`config.mk`:
```
export PLATFORM = sky130hd
export DESIGN_NAME = mem_write_arbiter
export DESIGN_NICKNAME = d
export VERILOG_FILES = /design/src/rtl/mem_write_arbiter.sv
export SDC_FILE = /design/constraint.sdc
export NUM_CORES = 1
export LEC_CHECK = 0
export ABC_AREA = 1
export ABC_CLOCK_PERIOD_IN_PS = 1850
export CAP_MARGIN = 20
export CORE_MARGIN = 1
export CORE_UTILIZATION = 30
export DETAILED_ROUTE_END_ITERATION = 6
export PLACE_DENSITY = 0.74
export SLEW_MARGIN = 20
export SYNTH_ARGS = -nofsm -noshare
export SYNTH_HDL_FRONTEND = slang
export SYNTH_SLANG_ARGS = --single-unit
```
`constraint.sdc`:
```
create_clock -name clk -period 1.85 [get_ports clk]
set_clock_uncertainty 0.05 [all_clocks]
set_input_delay 0.555 -clock clk [delete_from_list [all_inputs] [get_ports clk]]
set_output_delay 0.555 -clock clk [all_outputs]
set_load 0.01 [all_outputs]
```
`src/rtl/mem_write_arbiter.sv`:
```
`default_nettype none
// ============================================================================
//  Module      : mem_write_arbiter
//  Description : Shares one memory write port between CPU MEM-stage stores
//                and a DMA/boot-loader valid/ready master. The CPU wins by
//                default. DMA access is starvation-bounded and bursts are
//                capped. The module also decodes the target region and
//                generates the byte-lane enables. Write outputs are
//                registered toward the BRAMs.
//                Optional feature macro: ARB_WRITE_COUNT_EN (per-requester
//                write counters; the counter ports read 0 when undefined).
//  Revision    : 1.0  initial release
// ============================================================================
module mem_write_arbiter #(
    parameter int MAX_WAIT  = 8,
    parameter int BURST_MAX = 16
) (
    input  logic        clk,
    input  logic        rst_n,
    input  logic        cpu_req,
    input  logic [1:0]  cpu_size,
    input  logic [31:0] cpu_addr,
    input  logic [31:0] cpu_wdata,
    input  logic [31:0] cpu_pc,
    output logic        cpu_stall,
    input  logic        dma_valid,
    input  logic [1:0]  dma_size,
    input  logic [31:0] dma_addr,
    input  logic [31:0] dma_wdata,
    input  logic        dma_last,
    output logic        dma_ready,
    output logic [31:0] mem_addr,
    output logic [31:0] mem_wdata,
    output logic [3:0]  data_we,
    output logic [3:0]  instr_we,
    output logic [3:0]  isr_we,
    output logic        misalign,
    output logic [15:0] cpu_wr_cnt,
    output logic [15:0] dma_wr_cnt
);

    localparam int WAIT_W  = (MAX_WAIT  > 1) ? $clog2(MAX_WAIT)  : 1;
    localparam int BURST_W = (BURST_MAX > 1) ? $clog2(BURST_MAX) : 1;
    localparam logic [WAIT_W-1:0]  C_WAIT_LAST  = WAIT_W'(MAX_WAIT - 1);
    localparam logic [BURST_W-1:0] C_BURST_LAST = BURST_W'(BURST_MAX - 1);
    localparam logic [BURST_W-1:0] C_BURST_ONE  = BURST_W'(1);

    typedef enum logic [0:0] {
        S_CPU = 1'b0,
        S_DMA = 1'b1
    } state_t;

    state_t              state_q, state_d;
    logic [WAIT_W-1:0]   wait_cnt_q, wait_cnt_d;
    logic [BURST_W-1:0]  burst_cnt_q, burst_cnt_d;

    logic                cpu_grant;
    logic                dma_grant;

    // Byte-lane enables, big-endian: bit 3 is the byte at offset 00.
    // Returns {misaligned, enables}; a misaligned/invalid access has no lanes.
    function automatic logic [4:0] lane_decode(input logic [1:0] size, input logic [1:0] off);
        logic [4:0] r;
        r = 5'b0_0000;
        case (size)
            2'b00: begin
                case (off)
                    2'b00:   r = 5'b0_1000;
                    2'b01:   r = 5'b0_0100;
                    2'b10:   r = 5'b0_0010;
                    default: r = 5'b0_0001;
                endcase
            end
            2'b01: begin
                if (off[0])      r = 5'b1_0000;
                else if (off[1]) r = 5'b0_0011;
                else             r = 5'b0_1100;
            end
            2'b10: begin
                if (off != 2'b00) r = 5'b1_0000;
                else              r = 5'b0_1111;
            end
            default: r = 5'b1_0000;
        endcase
        return r;
    endfunction

    // Right-justified store data replicated so every enabled lane sees it.
    function automatic logic [31:0] replicate(input logic [1:0] size, input logic [31:0] d);
        logic [31:0] r;
        case (size)
            2'b00:   r = {4{d[7:0]}};
            2'b01:   r = {2{d[15:0]}};
            default: r = d;
        endcase
        return r;
    endfunction

    // Arbitration and next-state: grants, starvation and burst bookkeeping.
    always_comb begin
        state_d     = state_q;
        wait_cnt_d  = wait_cnt_q;
        burst_cnt_d = burst_cnt_q;
        cpu_grant   = 1'b0;
        dma_grant   = 1'b0;
        case (state_q)
            S_CPU: begin
                dma_grant = dma_valid & (~cpu_req | (wait_cnt_q == C_WAIT_LAST));
                cpu_grant = cpu_req & ~dma_grant;
                if (dma_grant) begin
                    wait_cnt_d = '0;
                    // The granted beat is the first of the burst.
                    if (!dma_last && (BURST_MAX > 1)) begin
                        state_d     = S_DMA;
                        burst_cnt_d = C_BURST_ONE;
                    end
                end else if (dma_valid && cpu_req) begin
                    wait_cnt_d = wait_cnt_q + 1'b1;
                end else begin
                    wait_cnt_d = '0;
                end
            end
            S_DMA: begin
                dma_grant = dma_valid;
                if (!dma_valid || dma_last || (burst_cnt_q == C_BURST_LAST)) begin
                    state_d     = S_CPU;
                    burst_cnt_d = '0;
                    wait_cnt_d  = '0;
                end else begin
                    burst_cnt_d = burst_cnt_q + 1'b1;
                end
            end
            default: begin
                state_d = S_CPU;
            end
        endcase
    end

    assign dma_ready = (state_q == S_DMA) | dma_grant;
    assign cpu_stall = cpu_req & ~cpu_grant;

    // Arbiter state register.
    always_ff @(posedge clk) begin
        if (!rst_n) begin
            state_q     <= S_CPU;
            wait_cnt_q  <= '0;
            burst_cnt_q <= '0;
        end else begin
            state_q     <= state_d;
            wait_cnt_q  <= wait_cnt_d;
            burst_cnt_q <= burst_cnt_d;
        end
    end

    logic        beat_accept;
    logic [1:0]  beat_size;
    logic [31:0] beat_addr;
    logic [31:0] beat_wdata;
    logic [4:0]  beat_lanes;
    logic        beat_misalign;
    logic [3:0]  beat_we;
    logic [3:0]  nib;
    logic        hit_data;
    logic        hit_instr;
    logic        hit_isr;
    logic        instr_allowed;

    // Winning beat selection, region decode and lane enables.
    always_comb begin
        beat_accept   = cpu_grant | dma_grant;
        beat_size     = dma_grant ? dma_size  : cpu_size;
        beat_addr     = dma_grant ? dma_addr  : cpu_addr;
        beat_wdata    = dma_grant ? dma_wdata : cpu_wdata;
        beat_lanes    = lane_decode(beat_size, beat_addr[1:0]);
        beat_misalign = beat_lanes[4];
        beat_we       = beat_lanes[3:0];
        nib           = beat_addr[31:28];
        hit_data      = (nib[3:2] == 2'b00) & nib[0];
        hit_instr     = (nib[3:2] == 2'b00) & nib[1];
        hit_isr       = (nib == 4'b1100);
        // CPU may only patch instruction memory from privileged code.
        instr_allowed = dma_grant | cpu_pc[30];
    end

    logic [31:0] mem_addr_q, mem_addr_d;
    logic [31:0] mem_wdata_q, mem_wdata_d;
    logic [3:0]  data_we_q, data_we_d;
    logic [3:0]  instr_we_q, instr_we_d;
    logic [3:0]  isr_we_q, isr_we_d;
    logic        misalign_q, misalign_d;

    // Next write-port values; enables and misalign pulse only on an accept.
    always_comb begin
        mem_addr_d  = mem_addr_q;
        mem_wdata_d = mem_wdata_q;
        data_we_d   = 4'b0000;
        instr_we_d  = 4'b0000;
        isr_we_d    = 4'b0000;
        misalign_d  = 1'b0;
        if (beat_accept) begin
            mem_addr_d  = beat_addr;
            mem_wdata_d = replicate(beat_size, beat_wdata);
            data_we_d   = hit_data  ? beat_we : 4'b0000;
            instr_we_d  = (hit_instr && instr_allowed) ? beat_we : 4'b0000;
            isr_we_d    = hit_isr   ? beat_we : 4'b0000;
            misalign_d  = beat_misalign;
        end
    end

    // Registered write port toward the BRAMs.
    always_ff @(posedge clk) begin
        if (!rst_n) begin
            mem_addr_q  <= '0;
            mem_wdata_q <= '0;
            data_we_q   <= '0;
            instr_we_q  <= '0;
            isr_we_q    <= '0;
            misalign_q  <= 1'b0;
        end else begin
            mem_addr_q  <= mem_addr_d;
            mem_wdata_q <= mem_wdata_d;
            data_we_q   <= data_we_d;
            instr_we_q  <= instr_we_d;
            isr_we_q    <= isr_we_d;
            misalign_q  <= misalign_d;
        end
    end

    assign mem_addr  = mem_addr_q;
    assign mem_wdata = mem_wdata_q;
    assign data_we   = data_we_q;
    assign instr_we  = instr_we_q;
    assign isr_we    = isr_we_q;
    assign misalign  = misalign_q;

`ifdef ARB_WRITE_COUNT_EN
    logic [15:0] cpu_wr_cnt_q, cpu_wr_cnt_d;
    logic [15:0] dma_wr_cnt_q, dma_wr_cnt_d;

    // Count well-formed accepted writes per requester; wraps naturally.
    always_comb begin
        cpu_wr_cnt_d = cpu_wr_cnt_q;
        dma_wr_cnt_d = dma_wr_cnt_q;
        if (cpu_grant && !beat_misalign) cpu_wr_cnt_d = cpu_wr_cnt_q + 16'd1;
        if (dma_grant && !beat_misalign) dma_wr_cnt_d = dma_wr_cnt_q + 16'd1;
    end

    // Write counter registers.
    always_ff @(posedge clk) begin
        if (!rst_n) begin
            cpu_wr_cnt_q <= 16'h0;
            dma_wr_cnt_q <= 16'h0;
        end else begin
            cpu_wr_cnt_q <= cpu_wr_cnt_d;
            dma_wr_cnt_q <= dma_wr_cnt_d;
        end
    end

    assign cpu_wr_cnt = cpu_wr_cnt_q;
    assign dma_wr_cnt = dma_wr_cnt_q;
`else
    assign cpu_wr_cnt = 16'h0;
    assign dma_wr_cnt = 16'h0;
`endif

    // Only cpu_pc[30] carries meaning here.
    logic unused_pc_bits;
    assign unused_pc_bits = ^{cpu_pc[31], cpu_pc[29:0]};

endmodule
`default_nettype wire

```
# After elaboration in Yosys (flattened, before gate mapping)
# Index checks and enable logic that the tools add are counted.
word_totals:
  latch_bits: 0
  ramBits: 0
  wordCells: 71
  memories: 0
  reg_bits: 85
  rom_bits: 0
classes:
  add_sub_neg: 2
  shift: 0
  n_eq_ne: 10
  bitwise_logic: 13
  n_lt_le_gt_ge: 0
  div: 0
  muxes: 23
  reduce_logical: 14
  mul: 0
op_table:
  columns: ["op", "n"]
  rows:
  - ["$mux W32", 2]
  - ["$pmux W32 S2", 1]
  - ["$mux W4", 4]
  - ["$pmux W5 S3", 1]
  - ["$pmux W4 S3", 1]
  - ["$mux W5", 2]
  - ["$mux W3", 3]
  - ["$reduce_and A3 Y1", 3]
  - ["$eq A4 B4 Y1 const B", 2]
  - ["$pmux W4 S2", 1]
  - ["$logic_not A2 Y1", 3]
  - ["$pmux W3 S2", 1]
  - ["$and A1 B1 Y1", 5]
  - ["$add A4 B1 Y4 const B", 1]
  - ["$eq A2 B1 Y1 const B", 2]
  - ["$eq A2 B2 Y1 const B", 2]
  - ["$mux W1", 4]
  - ["$ne A2 B2 Y1 const B", 2]
  - ["$not A1 Y1", 4]
  - ["$or A1 B1 Y1", 4]
  - ["$pmux W1 S2", 2]
  - ["$reduce_and A2 Y1", 2]
  - ["$add A3 B1 Y3 const B", 1]
  - ["$eq A3 B3 Y1 const B", 1]
  - ["6 further kinds", 8]

# Longest topological paths before layout
# Gate-level depths: netlist of the first run.
depth:
  ltp_word: 9
  depth_mapped: 13
  mapped_depth_nobuf: 13

# Worst setup path before layout of the first run
# No wires, ideal clock.
synth_timing:
  path_type: "register -> register"
  from: "register wait_cnt_q[0]"
  to: "register mem_wdata_q[21], in the netlist mem_wdata[21]"
  path_buffers: 1
  stages_incl_launch_ff: 12
  arrival_time_ns: 1.616
  path_slack_ns: 0.057
  synth_period_minus_slack_ns: 1.793
  path_cell_list: "dfxtp_1 -> ha_1 -> ha_1 -> inv_1 -> nand3_2 -> nand2_2 -> nand2_1 -> nand2_4 -> buf_2 -> nand3_1 -> o21ai_1 -> o21ai_1"
synth_via:
  elab_chain_cells: 7
synth_lines:
  columns: ["element", "line_no", "text"]
  rows:
  - ["from (decl)", "54", "logic [WAIT_W-1:0] wait_cnt_q, wait_cnt_d;"]
  - ["from (signal assigned)", "150", "wait_cnt_q <= wait_cnt_d;"]
  - ["$eq A3 B3 Y1 *", "108", "dma_grant = dma_valid & (~cpu_req | (wait_cnt_q == C_WAIT_LAST));"]
  - ["$or A1 B1 Y1 *", "108", null]
  - ["$and A1 B1 Y1 *", "108", null]
  - ["$pmux W1 S2 / $not A1 Y1 (equally long branches)", "106, 109", null]
  - ["$mux W2 / $and A1 B1 Y1 (equally long branches)", "171, 109", null]
  - ["$eq A2 B1 Y1, or another cell as far along", "91", "case (size)"]
  - ["$pmux W32 S2 / $or A1 B1 Y1 (equally long branches)", "91, 170", null]
  - ["to (signal assigned)", "221", "mem_wdata_q <= mem_wdata_d;"]
  - ["to (decl)", "186", "logic [31:0] mem_wdata_q, mem_wdata_d;"]
# Mark *: on every way between the ends. The rest lies on a longest branch, timed or not.
# A chain may end at the register's enable or synchronous reset.

# Final worst setup path of the first run
layout_timing:
  from: "register wait_cnt_q[1]"
  to: "output cpu_stall"
layout_via:
  elab_chain_cells: 8
layout_lines:
  columns: ["element", "line_no", "text"]
  rows:
  - ["$eq A3 B3 Y1", "108", null]
  - ["$or A1 B1 Y1", "108", null]
  - ["$and A1 B1 Y1", "108", null]
  - ["$not A1 Y1", "109", "cpu_grant = cpu_req & ~dma_grant;"]
  - ["$and A1 B1 Y1", "109", null]
  - ["$mux W1", "106", "case (state_q)"]
  - ["$not A1 Y1", "140", "assign cpu_stall = cpu_req & ~cpu_grant;"]
  - ["$and A1 B1 Y1", "140", null]
  - ["to (decl)", "25", "output logic cpu_stall,"]
# No other way between the ends.

==> metrics.cfg, run 1 <==
[worst_setup_path]
r2r_start=wait_cnt_q[1]
slowest_delay_ns=0.33
crit_chain=ha_4 > ha_4 > inv_2 > nand2_2 > nand2_2 > nand2_2 > inv_2 > nor2_1 > buf_2
reg2reg_slack_ns=-0.13
reg2regPathDepth=14
worstSetupStartpoint=wait_cnt_q[1]
crit_path_start_kind=flip-flop
crit_type=flip-flop to primary output
timing.critical_path.mode_cell=nand2_2
endpoint=cpu_stall
worstSetupEndpointType=primary output
worst_r2r_endpoint=data_we[1]
required_ns=1.24
cp.arrival_ns=1.42
path_max_fanout=2
cp_slowest_cell=dfxtp_2

[sta]
finalHoldWorstSlack_ns=0.3977
finalSetupViolCount=40
finalSetupTns_ns=-2.648
max_freq_mhz=494.2
setup_ws_ns=-0.1733
hold_violations=0
grt_setup_unrepaired=yes
drv_slew=0
finalCriticalPeriod_ns=2.023
finalCritPeriodShare_pct=109.4

[clocking]
cts_root_buf=clkbuf_16
clock_path_buffers=2
cts_tree=done
cts_buffers=9
clkTransAtPathRegs_ns=0.06
clock_latency_ns=0.35
htreeDepth=3
cts.sinks=85

[power]
clockPowerShare_pct=34.3
pwr-share-comb_pct=29.8
leakagePower_nw=4.142
swShare_pct=28.94
ir_drop_mv=0.4520
p_per_area_nw_per_um2=680.7
p_seq_share_pct=35.8
power_switching_mw=1.642
p_int_mw=4.031

[synthesis]
synth_flop_cell=dfxtp_1
syn_inst=644
synth-edff-count=0
syn_area_um2=4240
synth_area_per_cell_um2=6.584
yosys-top-cells-area=dfxtp_1 (40%), nand2_1 (23%), buf_4 (5.8%)
synth_top_area_cell=dfxtp_1
synth_top_area_share_pct=40.13
synth-seq-cells=85
ys_async_sr_fraction_pct=0
ys_seq_area_share_pct=40.13
synthDistinctLibCells=29
yosys_warnings=0

[drt]
dr_total_vias=5088
remaining_drc_errors=0
antenna_left=0
dr.pass1.iters=4
routedWlPerCell_um=15.01
drt_iter0_markers=188
totalWireLength_mm=16.60
via_per_inst=4.600

[placement]
dp_hpwl_mm=11.39
dp_cells=1064
io_buffer_count=216
routabilityCongestion=0.8083
pre_cts_slack_ns=-0.6724

[floorplanning]
core_um2=13830
dieHeight_um=120.9
rows=43
die_w_um=120.9
ios=280
start_util_pct=30.67
dieArea_um2=14610

[global_routing]
antenna_found_initial=1
grt_max_degree=35
grt_pass1_vias=4807
grt_pass1_wl_mm=24.73
overflow=0
track_usage_pct=22.31

[final_layout]
fill_cells=1214
synthToLayoutAreaGrowth_pct=96.55
drive_above_1_share_pct=25.84
final_cells=1106
utilization_pct=60.28
final_nets=1092

[outcome]
violations=negative setup slack
outcome=finished with violations

[min_path]
hold_class=flip-flop to flip-flop

[flow_run]
cap_violations=0

through the flow:
stage	cell area (um^2)	power, mW
2_1_floorplan	4357	2.654
3_3_place_gp	6875	3.434
3_5_place_dp	6875	3.450
4_1_cts	7940	5.631
5_1_grt	8334	5.951
6_report	8334	5.674
what timing repair did:
item,in CTS,in global routing
resized for setup,190,109
gates cloned,6,1
hold buffers,0,0
pin swaps,62,53
setup buffers,13,13
endpoints found under the setup margin,105,97
final cells by class:
type	count	area (um^2)	share of cell area (%)
inverter	29	108.9	1.306
timing repair buffer	294	3103	37.23
clock buffer	10	229.0	2.747
antenna	1	2.502	0.03003
tap	180	225.2	2.702
clock inverter	6	86.33	1.036
sequential	85	1704	20.45
multi-input combinational	501	2875	34.50
cell families (layout without fill, tap and decap cells):
| family | count (synthesis) | in the layout | synth area share, % |
|---|---|---|---|
| DFF | 85 | 85 | 40.13 |
| and+or+nand+nor | 356 | 358 | 33.28 |
| buffers and inverters | 91 | 339 | 11.68 |
| adders and majority gates | 3 | 3 | 0.8853 |
| AOI/OAI and AO/OA | 107 | 107 | 13.72 |
| xor gates and xnor gates | 1 | 1 | 0.2066 |
| other | 1 | 33 | 0.08844 |
cells in the final DEF, fill, tap and decap left out, drive strengths merged:
cell type,instances
nand2,258
ha,3
conb,32
a21oi,9
dlymetal6s2s,31
clkinv,2
dlygate4sd2,30
o21a,1
a22o,8
clkinvlp,1
buf,79
and2,1
xnor2,1
diode,1
clkbuf,11
dfxtp,85
inv,30
nor3,1
nand3,27
clkdlybuf4s50,153
nand4,2
or2,1
bufinv,2
o211ai,1
nor2,68
o21ai,88
critical path: cells and delay by family, from the launching register on:
| kind | cells | cell delay [ns] |
|---|---|---|
| adder cells (fa/ha/maj) | 2 | 0.31 |
| AND/OR/NAND/NOR | 4 | 0.19 |
| flip-flops | 1 | 0.33 |
| buffers and inverters | 3 | 0.23 |
per-layer routing:
metal  GRT usage, %  vias to the layer above  wire length (um)
met2          39.18                      189              8325
met3          5.874                       24              1293
met4          9.568                        0               367
li1               -                     2534                 -
met5              0                        -                 0
met1          25.32                     2341              6613
how the worst min path moves through the flow:
stage                          to  slack [ns]           from  cells past startpoint
finish              mem_wdata[12]        0.40  mem_wdata[12]                      2
CTS                   mem_addr[0]        0.40    mem_addr[0]                      2
global route        mem_wdata[11]        0.42  mem_wdata[11]                      2
floorplan           wait_cnt_q[1]        0.40  wait_cnt_q[1]                      2
global placement     mem_addr[31]        0.39   mem_addr[31]                      2
detailed placement  mem_wdata[11]        0.39  mem_wdata[11]                      2
cells in the mapped netlist, drive strengths merged (2+ instances only):
master	number
o21ai	88
nand2	257
inv	29
buf	51
clkbuf	11
nand3	27
a21oi	9
nand4	2
ha	3
dfxtp	85
nor2	67
a22o	8
state kept, by name (all words and copies together) (netlist names):
| register | cells |
|---|---|
| mem_wdata | 32 |
| isr_we | 4 |
| wait_cnt_q | 3 |
| misalign | 1 |
| burst_cnt_q | 4 |
| data_we | 4 |
| instr_we | 4 |
| state_q | 1 |
| mem_addr | 32 |
power by group through the flow:
stage	Sequential, mW	Clock, mW	Combinational, mW
finish	2.03	1.95	1.69
global placement	2.07	0	1.36
detailed placement	2.07	0	1.38
global route	2.05	2.08	1.82
CTS	2.03	2.00	1.60
floorplan	2.13	0	0.520
Note: power is estimated with default switching activity, not from simulation.
==> inputs of run 2 (changes only) <==
ABC_AREA = not set   (was 1)
DONT_BUFFER_PORTS = 1   (was not set)
PLACE_DENSITY = 0.47   (was 0.74)
==> metrics.cfg, run 2 <==
[final_layout]
drive_above_1_share_pct=32.39
fill_cells=1549
antenna_cells=0
final_common_cell=nand2_1
synthToLayoutAreaGrowth_pct=35.90
final_cell_mix=nand2_1 (104), dfxtp_1 (82), nand3_2 (50), o211a_1 (39), o21ai_0 (35)
multi_input_area_um2=3541
regArea_um2=1705
final_nets=806
final_cells=850

[synthesis]
synth-seq-cells=85
synth_top_area_cell=dfxtp_1
synth_area_per_cell_um2=7.799
synthDistinctLibCells=45
ys_async_sr_fraction_pct=0
synth_flop_cell=dfxtp_1
ys_seq_area_share_pct=35.54
synthTopCellsByCount=nand2_1 (141), dfxtp_1 (85), nand3_1 (70)
yosys-top-cells-area=dfxtp_1 (36%), nand2_1 (11%), o211a_1 (8.4%)
yosysMostFrequentCell=nand2_1
yosys_warnings=0
syn_inst=614
syn_area_um2=4788
synth-edff-count=0
synth_top_area_share_pct=35.54

[placement]
pre_cts_slack_ns=-0.4966
routabilityCongestion=0.8519
io_buffer_count=0
dp_hpwl_mm=11.28
dp_cells=809

[floorplanning]
dieHeight_um=128.3
die_w_um=128.3
rows=45
dieArea_um2=16470
core_um2=15370
ios=280
start_util_pct=31.15

[clocking]
htreeDepth=3
cts_root_buf=clkbuf_16
clkTransAtPathRegs_ns=0.07
cts_hold_buf=0
cts_tree=done
clock_latency_ns=0.35
cts.sinks=85
cts_buffers=9
clock_path_buffers=2

[drt]
remaining_drc_errors=0
drt_iter0_markers=318
via_per_inst=5.405
antenna_left=0
dr.pass1.iters=4
totalWireLength_mm=17.68
routedWlPerCell_um=20.80
dr_total_vias=4594

[outcome]
outcome=finished with violations
violations=negative setup slack

[sta]
finalSetupViolCount=79
finalCriticalPeriod_ns=2.260
grt_setup_unrepaired=yes
finalSetupTns_ns=-20.07
drv_slew=0
setup_ws_ns=-0.4096
finalCritPeriodShare_pct=122.1
hold_violations=0
max_freq_mhz=442.6

[power]
total_power_mw=4.924
p_per_area_nw_per_um2=756.7
ir_drop_mv=0.4647
leakagePower_nw=3.001

[worst_setup_path]
cp_num_buf_inv=0
crit_chain=ha_4 > ha_4 > or3b_4 > nand2_4 > mux2_4 > or4_4 > nor2_2
crit_path_start_kind=flip-flop
cp_slowest_cell=or4_4
slowest_delay_ns=0.58
required_ns=2.10
crit_type=flip-flop to flip-flop
cp.arrival_ns=2.51
worstSetupEndpointType=flip-flop
reg2reg_slack_ns=-0.41
cp_top_family=simple AND/OR/NAND/NOR gates
timing.critical_path.mode_cell=ha_4
path_max_fanout=4

[flow_run]
cap_violations=0

[global_routing]
antenna_found_initial=0
overflow=0
grt_max_degree=74
grt_pass1_wl_mm=24.14
track_usage_pct=19.48
grt_pass1_vias=4172

[min_path]
hold_class=input pin to flip-flop

-- run 2: cell count changes in the layout (fill, tap and decap cells not counted), sizes merged, moves of 36 or more --
cell / before / now
clkdlybuf4s50: 153 / 0
o21ai: 88 / 37
nand2: 258 / 141
nor2: 68 / 13
mux2i: 0 / 36
o211a: 0 / 40
nand3: 27 / 70
-- run 2: final cells by class --
cell class	count	share of cell area [%]
clock inverters	6	0.7114
well taps	211	4.057
repair buffers	58	10.92
clock buffers	10	3.519
inverters	3	0.1730
flip-flops and latches	85	26.21
multi-input cells	477	54.41
-- run 2: final timing paths --
path,startpoint,endpoint,cells past startpoint
min reg2reg,burst_cnt_q[3],burst_cnt_q[3],1
max,wait_cnt_q[1],instr_we[3],7
max reg2reg,wait_cnt_q[1],instr_we[3],7
min,rst_n,mem_addr[26],1
-- run 2: cell families after synthesis --
group | Yosys count | synth area share, %
mux | 37 | 7.761
compound gates | 141 | 21.30
xor+xnor | 2 | 0.3659
buf+inv | 83 | 9.224
fa+ha+maj | 3 | 0.7840
simple gates | 262 | 24.95
other cells | 1 | 0.07832
flops | 85 | 35.54
-- run 2: what timing repair did --
item | in CTS | in global routing
setup buffers | 7 | 9
setup endpoints to repair | 79 | 79
pin swaps | 9 | 85
resized for setup | 37 | 163
cloned | 3 | 7
-- run 2: layer usage --
metal  global-route usage, %  up-vias  share of wire [%]
li1                        -     2145                  -
met5                       0        -                  0
met1                   23.93     2223                 40
met3                   6.112       21                8.7
met4                   8.374        0                2.1
met2                   31.35      205                 49
-- run 2: power by group --
group | internal, mW | total [mW] | leakage [nW] | switching, mW
Clock | 0.920 | 1.73 | 0.129 | 0.810
Sequential | 1.96 | 2.13 | 0.704 | 0.164
Combinational | 0.523 | 1.07 | 2.17 | 0.543
Total | 3.41 | 4.92 | 3.00 | 1.52
-- run 2: per-stage QoR --
stage | hold slack, ns | utilization, % | area (um^2)
2_1_floorplan | 0.3691 | - | 4974
3_3_place_gp | 0.3790 | 33.15 | 5095
3_5_place_dp | 0.3991 | 33.15 | 5095
4_1_cts | 0.2654 | 36.81 | 5658
5_1_grt | 0.2703 | 42.34 | 6507
6_report | 0.2908 | 42.34 | 6507
